### config.mk
export PLATFORM = sky130hd
export DESIGN_NAME = conv_window_fetch_flat
export DESIGN_NICKNAME = d
export VERILOG_FILES = /design/src/rtl/conv_window_fetch_if.sv /design/src/rtl/conv_window_fetch.sv /design/src/flat_wrapper.sv
export SDC_FILE = /design/constraint.sdc
export NUM_CORES = 1
export LEC_CHECK = 0
export CELL_PAD_IN_SITES_DETAIL_PLACEMENT = 0
export CELL_PAD_IN_SITES_GLOBAL_PLACEMENT = 2
export CORE_AREA = 8 8 321 323
export DETAILED_ROUTE_END_ITERATION = 12
export DIE_AREA = 0 0 329 331
export PLACE_DENSITY = 0.8
export SLEW_MARGIN = 0
export SYNTH_ARGS = -nofsm -noshare
export SYNTH_HDL_FRONTEND = slang
export SYNTH_SLANG_ARGS = --single-unit
### constraint.sdc
create_clock -name clk -period 8.38 [get_ports clk]
set_input_delay 2.514 -clock clk [delete_from_list [all_inputs] [get_ports clk]]
set_output_delay 2.514 -clock clk [all_outputs]
set_load 0.05 [all_outputs]
### src/rtl/conv_window_fetch_if.sv
// Bundles the nine-port arbiter bus and the window valid/ready stream.
// The master side is the window fetcher; the slave side is the arbiter plus consumer.
interface conv_window_fetch_if #(
   parameter int ADDR_WIDTH    = 16,
   parameter int DATABUS_WIDTH = 32,
   parameter int DIM_WIDTH     = 8
);
   logic [8:0]                     mem_w_ind;
   logic [8:0]                     mem_sel_ind;
   logic [8:0]                     mem_ready_ind;
   logic [8:0][ADDR_WIDTH-1:0]     addr_bus_ind;
   logic [8:0][DATABUS_WIDTH-1:0]  data_bus_ind;
   logic                           win_valid;
   logic                           win_ready;
   logic [8:0][DATABUS_WIDTH-1:0]  win_data;
   logic [DIM_WIDTH-1:0]           win_row;
   logic [DIM_WIDTH-1:0]           win_col;

   modport master (
      output mem_w_ind, mem_sel_ind, addr_bus_ind,
      input  mem_ready_ind, data_bus_ind,
      output win_valid, win_data, win_row, win_col,
      input  win_ready
   );

   modport slave (
      input  mem_w_ind, mem_sel_ind, addr_bus_ind,
      output mem_ready_ind, data_bus_ind,
      input  win_valid, win_data, win_row, win_col,
      output win_ready
   );
endinterface

### src/rtl/conv_window_fetch.sv
// 3x3 window fetcher: walks a row-major feature map, issues one read per tap
// on its own arbiter port, gathers the nine words and hands the window on.
module conv_window_fetch #(
   parameter int ADDR_WIDTH    = 16,
   parameter int DATABUS_WIDTH = 32,
   parameter int DIM_WIDTH     = 8
) (
   input  logic                  clk,
   input  logic                  rst_n,
   input  logic                  start,
   input  logic [ADDR_WIDTH-1:0] base_addr,
   input  logic [DIM_WIDTH-1:0]  img_width,
   input  logic [DIM_WIDTH-1:0]  img_height,
   output logic                  busy,
   output logic                  done,
   conv_window_fetch_if.master   bus
);

   typedef enum logic [2:0] {
      S_IDLE,
      S_ISSUE,
      S_GATHER,
      S_OUT,
      S_DONE
   } state_t;

   state_t                         state;
   logic [ADDR_WIDTH-1:0]          base_q;
   logic [DIM_WIDTH-1:0]           width_q;
   logic [DIM_WIDTH-1:0]           height_q;
   logic [DIM_WIDTH-1:0]           row_q;
   logic [DIM_WIDTH-1:0]           col_q;
   logic [8:0]                     sel_q;
   logic [8:0]                     mask_q;
   logic [8:0][ADDR_WIDTH-1:0]     addr_q;
   logic [8:0][DATABUS_WIDTH-1:0]  data_q;
   logic                           valid_q;
   logic                           busy_q;
   logic                           done_q;

   logic [8:0]                     hit;
   logic [8:0]                     mask_next;
   logic [8:0][ADDR_WIDTH-1:0]     tap_addr;
   logic                           last_col;
   logic                           last_row;

   // A tap completes only when the arbiter answers a port we are requesting on.
   assign hit       = sel_q & bus.mem_ready_ind;
   assign mask_next = mask_q | hit;
   assign last_col  = (col_q == width_q - DIM_WIDTH'(3));
   assign last_row  = (row_q == height_q - DIM_WIDTH'(3));

   // Tap addresses of the current window, wrapping mod 2^ADDR_WIDTH.
   always_comb begin
      // NOTE: default first so every path assigns every bit and no latch is inferred.
      tap_addr = '0;
      for (int dy = 0; dy < 3; dy++) begin
         for (int dx = 0; dx < 3; dx++) begin
            tap_addr[dy*3+dx] = base_q
                              + (ADDR_WIDTH'(row_q) + ADDR_WIDTH'(dy)) * ADDR_WIDTH'(width_q)
                              + ADDR_WIDTH'(col_q) + ADDR_WIDTH'(dx);
         end
      end
   end

   // Frame walker: issue, gather, present, advance.
   always_ff @(posedge clk or negedge rst_n) begin
      if (!rst_n) begin
         state    <= S_IDLE;
         base_q   <= '0;
         width_q  <= '0;
         height_q <= '0;
         row_q    <= '0;
         col_q    <= '0;
         sel_q    <= '0;
         mask_q   <= '0;
         addr_q   <= '0;
         // NOTE: the window bank is reset because it is visible on the port straight out of reset.
         data_q   <= '0;
         valid_q  <= 1'b0;
         busy_q   <= 1'b0;
         done_q   <= 1'b0;
      end else begin
         // NOTE: non-blocking assignments so every register sees pre-edge values.
         done_q <= 1'b0;
         case (state)
            S_IDLE: begin
               if (start) begin
                  base_q   <= base_addr;
                  width_q  <= img_width;
                  height_q <= img_height;
                  row_q    <= '0;
                  col_q    <= '0;
                  busy_q   <= 1'b1;
                  if (img_width < DIM_WIDTH'(3) || img_height < DIM_WIDTH'(3))
                     state <= S_DONE;
                  else
                     state <= S_ISSUE;
               end
            end
            S_ISSUE: begin
               addr_q <= tap_addr;
               mask_q <= '0;
               // A port whose ready is still high from the last window waits before re-requesting.
               sel_q  <= ~bus.mem_ready_ind;
               state  <= S_GATHER;
            end
            S_GATHER: begin
               for (int k = 0; k < 9; k++) begin
                  if (hit[k])
                     data_q[k] <= bus.data_bus_ind[k];
               end
               sel_q  <= (sel_q & ~hit) | (~mask_next & ~sel_q & ~bus.mem_ready_ind);
               mask_q <= mask_next;
               if (&mask_next) begin
                  valid_q <= 1'b1;
                  state   <= S_OUT;
               end
            end
            S_OUT: begin
               if (bus.win_ready) begin
                  valid_q <= 1'b0;
                  if (last_col && last_row) begin
                     state <= S_DONE;
                  end else begin
                     state <= S_ISSUE;
                     if (last_col) begin
                        col_q <= '0;
                        row_q <= row_q + DIM_WIDTH'(1);
                     end else begin
                        col_q <= col_q + DIM_WIDTH'(1);
                     end
                  end
               end
            end
            S_DONE: begin
               done_q <= 1'b1;
               busy_q <= 1'b0;
               state  <= S_IDLE;
            end
            default: state <= S_IDLE;
         endcase
      end
   end

   assign busy             = busy_q;
   assign done             = done_q;
   assign bus.mem_w_ind    = '0;
   assign bus.mem_sel_ind  = sel_q;
   assign bus.addr_bus_ind = addr_q;
   assign bus.win_valid    = valid_q;
   assign bus.win_data     = data_q;
   assign bus.win_row      = row_q;
   assign bus.win_col      = col_q;

endmodule

### src/flat_wrapper.sv
// flat-port wrapper written by rule: the top's interface ports become plain ports
module conv_window_fetch_flat 
#(
   parameter int ADDR_WIDTH    = 16,
   parameter int DATABUS_WIDTH = 32,
   parameter int DIM_WIDTH     = 8
)
  (clk, rst_n, start, base_addr, img_width, img_height, busy, done, bus_mem_w_ind, bus_mem_sel_ind, bus_addr_bus_ind, bus_mem_ready_ind, bus_data_bus_ind, bus_win_valid, bus_win_data, bus_win_row, bus_win_col, bus_win_ready);
  conv_window_fetch_if #(.ADDR_WIDTH(ADDR_WIDTH), .DATABUS_WIDTH(DATABUS_WIDTH), .DIM_WIDTH(DIM_WIDTH)) bus_i ();
  input  logic clk;
  input  logic rst_n;
  input  logic start;
  input  logic [ADDR_WIDTH-1:0] base_addr;
  input  logic [DIM_WIDTH-1:0] img_width;
  input  logic [DIM_WIDTH-1:0] img_height;
  output logic busy;
  output logic done;
  output wire logic [$bits(bus_i.mem_w_ind)-1:0] bus_mem_w_ind;
  output wire logic [$bits(bus_i.mem_sel_ind)-1:0] bus_mem_sel_ind;
  output wire logic [$bits(bus_i.addr_bus_ind)-1:0] bus_addr_bus_ind;
  input wire logic [$bits(bus_i.mem_ready_ind)-1:0] bus_mem_ready_ind;
  input wire logic [$bits(bus_i.data_bus_ind)-1:0] bus_data_bus_ind;
  output wire logic [$bits(bus_i.win_valid)-1:0] bus_win_valid;
  output wire logic [$bits(bus_i.win_data)-1:0] bus_win_data;
  output wire logic [$bits(bus_i.win_row)-1:0] bus_win_row;
  output wire logic [$bits(bus_i.win_col)-1:0] bus_win_col;
  input wire logic [$bits(bus_i.win_ready)-1:0] bus_win_ready;
  assign bus_mem_w_ind = bus_i.mem_w_ind;
  assign bus_mem_sel_ind = bus_i.mem_sel_ind;
  assign bus_addr_bus_ind = bus_i.addr_bus_ind;
  assign bus_i.mem_ready_ind = bus_mem_ready_ind;
  assign bus_i.data_bus_ind = bus_data_bus_ind;
  assign bus_win_valid = bus_i.win_valid;
  assign bus_win_data = bus_i.win_data;
  assign bus_win_row = bus_i.win_row;
  assign bus_win_col = bus_i.win_col;
  assign bus_i.win_ready = bus_win_ready;
  conv_window_fetch #(.ADDR_WIDTH(ADDR_WIDTH), .DATABUS_WIDTH(DATABUS_WIDTH), .DIM_WIDTH(DIM_WIDTH)) u_core (.clk(clk), .rst_n(rst_n), .start(start), .base_addr(base_addr), .img_width(img_width), .img_height(img_height), .busy(busy), .done(done), .bus(bus_i));
endmodule
## Word level (Yosys, flattened, before mapping)

Index checks and enable logic that the tools add are counted.

- Register bits after elaboration: 504
- Input port bits: 333
- Word-level logic and storage cells: 119

- Add/sub/neg operators: 18
- Multipliers: 3
- $lt $le $gt $ge: 2
- Eq/ne operators: 11
- Mux-type cells: 23
- Bitwise logic cells: 10
- Reductions and logical operators: 23

Operators by type and width:

| kind | number |
|---|---|
| two-way mux 8 bit | 7 |
| adder 16 x 1 -> 16 bit, second input constant | 3 |
| adder 16 bit | 3 |
| adder 16 x 2 -> 16 bit, second input constant | 3 |
| adder 16 x 8 -> 16 bit | 3 |
| bitwise AND 9 bit | 4 |
| NOT 9 bit | 4 |
| one-hot mux 9 bit (2 select lines) | 2 |
| multiplier 16 x 8 -> 16 bit | 2 |
| one-hot mux 8 bit (2 select lines) | 2 |
| AND reduction 2 bit | 11 |
| OR 9 bit | 2 |
| adder 8 x 1 -> 8 bit, second input constant | 2 |
| equality test 8 bit | 2 |
| < comparator 8 x 2 -> 1 bit, second input constant | 2 |
| multiplier 8 x 8 -> 16 bit | 1 |
| subtractor 8 x 2 -> 8 bit, second input constant | 2 |
| two-way mux 3 bit | 5 |
| one-hot mux 3 bit (4 select lines) | 1 |
| adder 8 x 1 -> 9 bit, second input constant | 1 |
| adder 8 x 2 -> 9 bit, second input constant | 1 |
| AND reduction 9 bit | 1 |
| nonzero test 2 bit | 4 |
| equality test 3 x 2 -> 1 bit, second input constant | 2 |
| 12 further kinds | 20 |

## Logic depth before layout (Yosys ltp)

Gate-level depths: netlist of run 1.

- Word-level depth: 7
- Depth in mapped cells: 26
- Mapped depth without buffers: 24

## Worst setup path before layout of run 1

OpenSTA, ideal clock, no wires.

- Kind: reg2reg
- From: register u_core.row_q[3] (netlist: u_core.bus.win_row[3])
- To: register u_core.addr_q, in the netlist u_core.bus.addr_bus_ind[126]
- Setup time: 0.126 ns
- Data arrival time: 6.829 ns
- Required time: 8.254 ns
- Setup slack: 1.425 ns
- Stages on the path, launching flop included: 24
- Buffers on the path: 3
- Path through: dfrtp_1 > clkbuf_1 > buf_1 > xor2_1 > and2_1 > fa_1 > inv_1 > fa_1 > inv_1 > fa_1 > inv_1 > fa_1 > inv_1 > fa_1 > ha_1 > clkbuf_1 > a211oi_1 > o211ai_1 > a41oi_1 > xor2_1 > or3_1 > nor4_1 > nand2_1 > a221o_1

- Cells in the longest elaborated chain, start to end: 5

Ends and longest elaborated chain:

| element | RTL line | source |
|---|---|---|
| start, declared | conv_window_fetch.sv:31 | `logic [DIM_WIDTH-1:0] row_q;` |
| start signal, assigned | conv_window_fetch.sv:129 | `row_q <= row_q + DIM_WIDTH'(1);` |
| adder 8 x 2 -> 9 bit | conv_window_fetch.sv:60 | `+ (ADDR_WIDTH'(row_q) + ADDR_WIDTH'(dy)) * ADDR_WIDTH'(width_q)` |
| multiplier 16 x 8 -> 16 bit | conv_window_fetch.sv:60 |  |
| adder 16 bit | conv_window_fetch.sv:60 |  |
| adder 16 x 8 -> 16 bit | conv_window_fetch.sv:61 | `+ ADDR_WIDTH'(col_q) + ADDR_WIDTH'(dx);` |
| adder 16 x 1 -> 16 bit | conv_window_fetch.sv:61 |  |
| end signal, assigned | conv_window_fetch.sv:102 | `addr_q <= tap_addr;` |
| end, declared | conv_window_fetch.sv:35 | `logic [8:0][ADDR_WIDTH-1:0] addr_q;` |

Every way passes these cells.
A chain may end at the register's enable or synchronous reset.

## Worst setup path in the final report of run 1

- From: register u_core.row_q[3] (netlist: u_core.bus.win_row[3])
- To: register u_core.addr_q, in the netlist u_core.bus.addr_bus_ind[95]

- Cells in the longest elaborated chain, start to end: 5

Ends and longest elaborated chain:

| element | RTL line |
|---|---|
| adder 8 x 1 -> 9 bit | conv_window_fetch.sv:60 |
| multiplier 16 x 8 -> 16 bit | conv_window_fetch.sv:60 |
| adder 16 bit | conv_window_fetch.sv:60 |
| adder 16 x 8 -> 16 bit | conv_window_fetch.sv:61 |
| adder 16 x 2 -> 16 bit | conv_window_fetch.sv:61 |

Every way passes these cells.

==> results.toml, run 1 <==
[synth]
synth-edff-count = 0
synthCells = 2804
postSynth.asyncResetShare_pct = 100
ys_seq_area_share_pct = 41.6
yosysUniqueCellTypes = 90
yosys_warnings = 0
yosys_most_used_dff = "dfrtp_1"
synth_area_sq_um = 30000
syn_area_per_cell_sq_um = 10.7
ys_ff_latch = 499

[die]
core_sq_um = 97700
die_w_microns = 329
start_util_pct = 30.7
io_pins = 802
floorplan.die.height_microns = 331
die_area_sq_um = 109000
placementRows = 115

[outcome]
outcome = "completed"

[place]
dp.cells = 4782
gp_congestion = 0.997
io_buffers = 792
dp_hpwl_mm = 112

[layout]
fillCellCount = 9434
fin_cells = 4899
drive_gt1_share_pct = 13.0
final_nets = 4212
areaGrowthSynthToFinish_pct = 37.8
seq_area_sq_um = 12500
multiInputGateArea_sq_um = 15900

[drt]
drt-total-wl_mm = 138
num_vias = 23400
wl_per_cell_microns = 28.1
dr.pass1.iters = 5
antenna_left = 0
vias_per_cell = 4.79
drt_iter0_drc = 1622
drc = 0

[cts]
cts_tree = "built"
cts_resized = 0
insertion_delay_ns = 0.68
cts_hold_buf = 0
cts_max_level = 2
cts.clk_slew.worst_paths_ns = 0.06
cts.sinks = 499
cts_root_buffer = "clkbuf_16"
postCtsSetupBuffers = 0
cts_inserted_buffers = 59
clockBufferDepth = 3

[sta]
maxSlewViolCount = 0
finalHoldViolCount = 0
setup_tns_ns = 0
finClkSkew_ns = 0.0552
relSlewSlack_pct = 19.8
fmax_mhz = 130
period_share_pct = 92.0
period_minus_slack_ns = 7.71
setup_violations = 0
rsz0062_at_grt = "no"
tightest_slew_ns = 1.20

[setup_path]
critPathMaxFanout = 18
worst_setup_path_end_kind = "flop"
r2r_slack_ns = 0.67
crit_arrival_ns = 8.27
crit_required_ns = 8.95
startpoint_type = "flop"
cp_cell_sequence = "nand3_1 > nor2_1 > xor2_1 > nand2_1 > fa_1 > inv_1 > fa_1 > fa_1 > fa_1 > inv_1 > fa_1 > inv_1 > ha_1 > or3_1 > a211o_1 > a21oi_1 > o31ai_1 > xor2_1 > nand4_1 > or4_1 > nand3_1"
worst-setup-path-type = "reg -> reg"
critPathMostFrequentCell = "fa_1"
slowest_delay_ns = 0.82
crit_path_top_delay_cell = "dfrtp_1"

[global_route]
grt_overflow = 0
grt_antenna_before_repair = 12
track_usage_pct = 24.6
grt_first_pass_wirelength_mm = 190
grt_max_degree = 169
grt_pass1_vias = 23800

[worst_hold_path]
hold_path.class = "reg -> reg"

[job]
maxCapViolCount = 0
## worst max-delay path: cells and delay by family (launching register included)
family                     cells  cell delay, ns
adders and majority gates      6            2.82
buffers and inverters          3            0.14
xor gates and xnor gates       2            1.05
AOI/OAI and AO/OA              3            0.65
DFF                            1            0.82
and+or+nand+nor                7            2.16
## layout make-up
type	instances	area share, %
Antenna cell	8	0.0484
Clock buffer	88	4.32
Clock inverter	21	0.636
Inverter	254	2.31
Multi-Input combinational cell	1907	38.5
Sequential cell	499	30.2
Tap cell	1287	3.90
Timing Repair Buffer	835	20.1
## registers in the layout (all words and copies together), names as in the netlist
signal                   flops
u_core.height_q              8
u_core.bus.win_row           8
u_core.bus.addr_bus_ind    139
u_core.bus.win_col           8
u_core.width_q               8
u_core.state                 3
u_core.mask_q                9
u_core.bus.win_valid         1
u_core.busy                  1
u_core.bus.mem_sel_ind       9
u_core.base_q               16
u_core.done                  1
u_core.bus.win_data        288
## worst paths after layout
path	from	end	cells past startpoint
min reg2reg	u_core.bus.addr_bus_ind[65]	u_core.bus.addr_bus_ind[65]	2
max in group asynchronous	rst_n	u_core.bus.win_data[138]	2
min	u_core.bus.addr_bus_ind[65]	u_core.bus.addr_bus_ind[65]	2
max	u_core.bus.win_row[3]	u_core.bus.addr_bus_ind[95]	21
min in group asynchronous	rst_n	u_core.bus.addr_bus_ind[16]	1
max reg2reg	u_core.bus.win_row[3]	u_core.bus.addr_bus_ind[95]	21
## metal layers
layer | vias to the layer above | track usage [%] | wire [microns]
li1 | 10800 | - | -
met1 | 11800 | 32.2 | 58800
met2 | 744 | 38.3 | 61400
met3 | 120 | 9.41 | 14000
met4 | 8 | 5.42 | 3050
met5 | - | 1.72 | 307
## through the flow
step | hold WS, ns | setup WS [ns] | instance area (sq um) | util, %
detailed placement | 0.462 | 0.705 | 39300 | 40.2
CTS | 0.478 | 0.671 | 41300 | 42.3
global placement | 0.458 | 0.864 | 39300 | 40.2
floorplan | 0.465 | 1.42 | 30000 | -
finish | 0.473 | 0.671 | 41300 | 42.3
global route | 0.489 | 0.150 | 41300 | 42.3
## cell families (layout without fill, tap and decap cells)
| kind of cell | count (synthesis) | in the layout | synth area share, % |
|---|---|---|---|
| XOR/XNOR | 130 | 130 | 3.82 |
| multiplexers | 293 | 293 | 11.0 |
| other | 1 | 17 | 0.0125 |
| AO/OA/AOI/OAI | 335 | 335 | 7.21 |
| flip-flops | 499 | 499 | 41.6 |
| buffers and inverters | 406 | 1198 | 5.43 |
| adder cells (fa/ha/maj) | 323 | 323 | 17.9 |
| AND/OR/NAND/NOR | 817 | 817 | 13.0 |
## cells in the mapped netlist (9+ instances only)
master    instances  share of area (%)
fa_1            177                 12
nor2b_1          21               0.44
o31ai_1          10               0.25
or3_1             9               0.19
nor3_1           24               0.40
nand2_1         429                5.4
xnor2_1          71                2.1
o21ai_1          12               0.20
and3_1           18               0.38
dfrtp_1         499                 42
and2_1          102                2.1
inv_1           254                3.2
nand2b_1         13               0.27
xor2_1           58                1.7
o21ai_0         134                2.2
a21o_1           14               0.35
nand3_1          44               0.73
a211o_1          12               0.35
buf_4            18               0.45
clkbuf_1        117                1.5
o21a_1           12               0.30
ha_1            146                6.1
nor2_1           81                1.0
a21oi_1          55               0.92
mux2_2          289                 11
nand4_1          11               0.23
a211oi_1         10               0.25
## layout by cell type, fill, tap and decap left out, types with 40 or more instances in the layout
cell type and n:
nand2_1 429, buf_4 40, nor2_1 81, mux2_2 289, o21ai_0 134, xnor2_1 71, fa_1 177, dfrtp_1 499
xor2_1 58, a21oi_1 55, inv_1 254, clkbuf_16 59, nand3_1 44, ha_1 146, and2_1 101, clkdlybuf4s50_1 791
Power of run 1 is left out: the tool's default activity adds up to more than one toggle a clock period on the data nets, which glitch-free logic cannot reach.
==> inputs of run 2 (changes only) <==
Settings changed: REMOVE_ABC_BUFFERS set to 1.
==> results.toml, run 2 (synthesized netlist as in run 1, its figures left out) <==
[outcome]
outcome = "completed"

[drt]
drt_iter0_drc = 1096
drt-total-wl_mm = 125
dr.pass1.iters = 5
antenna_left = 0
drc = 0
wl_per_cell_microns = 25.6
num_vias = 23200
vias_per_cell = 4.72

[layout]
drive_gt1_share_pct = 13.0
layout_commonest_cell = "clkdlybuf4s50_1"
areaGrowthSynthToFinish_pct = 37.6
fin_area_sq_um = 41300
fillCellCount = 9585
largest_reg_flops = 288
final_nets = 4210
fin_cells = 4904
final_cell_mix = "clkdlybuf4s50_1, dfrtp_1, nand2_1"

[die]
die_area_sq_um = 109000
placementRows = 115
start_util_pct = 30.7
io_pins = 802
floorplan.die.height_microns = 331
die_w_microns = 329
core_sq_um = 97700

[setup_path]
crit_buf_inv = 3
startpoint_type = "flop"
worst_setup_path_end_kind = "flop"
critPathMostFrequentCell = "fa_1"
crit_required_ns = 8.90
cp_cell_sequence = "ha_1 > nand2_1 > nor2_1 > xor2_1 > buf_4 > and2_1 > fa_1 > fa_1 > fa_1 > inv_1 > fa_1 > inv_1 > fa_1 > ha_1 > a2111oi_0 > a21oi_1 > xnor2_1 > or3_1 > nor4_1 > nand2_1 > a221o_1"
slowest_delay_ns = 0.86
crit_arrival_ns = 8.10
worst-setup-path-type = "reg -> reg"
crit_family = "adder cells"
critPathMaxFanout = 17
crit_path_top_delay_cell = "a2111oi_0"

[cts]
postCtsSetupBuffers = 0
clockBufferDepth = 3
cts_hold_buf = 0
cts_resized = 0
cts.clk_slew.worst_paths_ns = 0.07
cts_root_buffer = "clkbuf_16"
cts_max_level = 2
cts_tree = "built"
cts_inserted_buffers = 60
insertion_delay_ns = 0.66
cts.sinks = 499

[place]
placed_area_sq_um = 39200
dp_hpwl_mm = 102
dpl_worst_slack_ns = 0.839
io_buffers = 792
dp.cells = 4779
gp_congestion = 0.862

[sta]
relSlewSlack_pct = 19.0
period_share_pct = 90.5
period_minus_slack_ns = 7.58
tightest_slew_ns = 1.20
setup_violations = 0
fmax_mhz = 132
rsz0062_at_grt = "no"
finClkSkew_ns = 0.0355
fin_ws_ns = 0.798
maxSlewViolCount = 0
finalHoldViolCount = 0
setup_tns_ns = 0

[global_route]
grt_max_degree = 140
grt_first_pass_wirelength_mm = 176
grt_overflow = 0
grt_pass1_vias = 23800
grt_antenna_before_repair = 27
track_usage_pct = 22.2

[worst_hold_path]
hold_path.class = "reg -> reg"

[job]
maxCapViolCount = 0
## run 2: changes by cell type in the layout (fill, tap and decap cells not counted), sizes merged
cell | before | now
clkinv | 12 | 18
diode | 8 | 14
buf | 44 | 41
clkbuf | 88 | 85
bufinv | 3 | 1
clkinvlp | 4 | 5
## run 2: path summary, 6_finish.rpt
kind	startpoint	to	slack (ns)	cells after the start
min reg2reg	u_core.bus.addr_bus_ind[7]	u_core.bus.addr_bus_ind[7]	0.47	2
max	u_core.bus.win_row[2]	u_core.bus.addr_bus_ind[126]	0.80	21
max reg2reg	u_core.bus.win_row[2]	u_core.bus.addr_bus_ind[126]	0.80	21
min in group asynchronous	rst_n	u_core.bus.addr_bus_ind[28]	1.92	1
min	u_core.bus.addr_bus_ind[7]	u_core.bus.addr_bus_ind[7]	0.47	2
max in group asynchronous	rst_n	u_core.bus.win_data[156]	5.05	2
## run 2: cell type report
class / count / area [sq um] / share of cell area [%]
antenna: 14 / 35.0 / 0.0849
clock buffer: 85 / 1770 / 4.28
clock inverter: 26 / 226 / 0.549
inverter: 254 / 953 / 2.31
multi-input combinational: 1907 / 15900 / 38.6
sequential: 499 / 12500 / 30.3
tap: 1287 / 1610 / 3.90
timing repair buffer: 832 / 8260 / 20.0
## run 2: routing by layer
metal,track usage (%),part of all wire (%)
met1,26.0,39
met2,37.8,49
met3,9.21,9.2
met4,5.62,2.5
met5,0,0.13
## run 2: worst register-to-register path: stages (launching register included)
cell and delay (ns):
dfrtp_1 0.72, ha_1 0.40, nand2_1 0.08, nor2_1 0.19, xor2_1 0.22, buf_4 0.19, and2_1 0.16, fa_1 0.45
fa_1 0.49, fa_1 0.49, inv_1 0.06, fa_1 0.52, inv_1 0.05, fa_1 0.39, ha_1 0.39, a2111oi_0 0.86
a21oi_1 0.20, xnor2_1 0.27, or3_1 0.41, nor4_1 0.48, nand2_1 0.11, a221o_1 0.33
## run 2: per-stage QoR
step                utilization, %  hold slack (ns)
detailed placement            40.2            0.462
floorplan                        -            0.465
global route                  42.2            0.491
global placement              40.2            0.459
finish                        42.2            0.472
CTS                           42.2            0.477
Power of run 2 is left out for the same reason.
==> inputs of run 3 (changes only) <==
Settings changed: SLEW_MARGIN 0 to unset, TNS_END_PERCENT set to 30.
==> results of run 3 <==
Final layout, timing and power as in run 2 (identical DEF).
Power of run 3 is left out for the same reason.
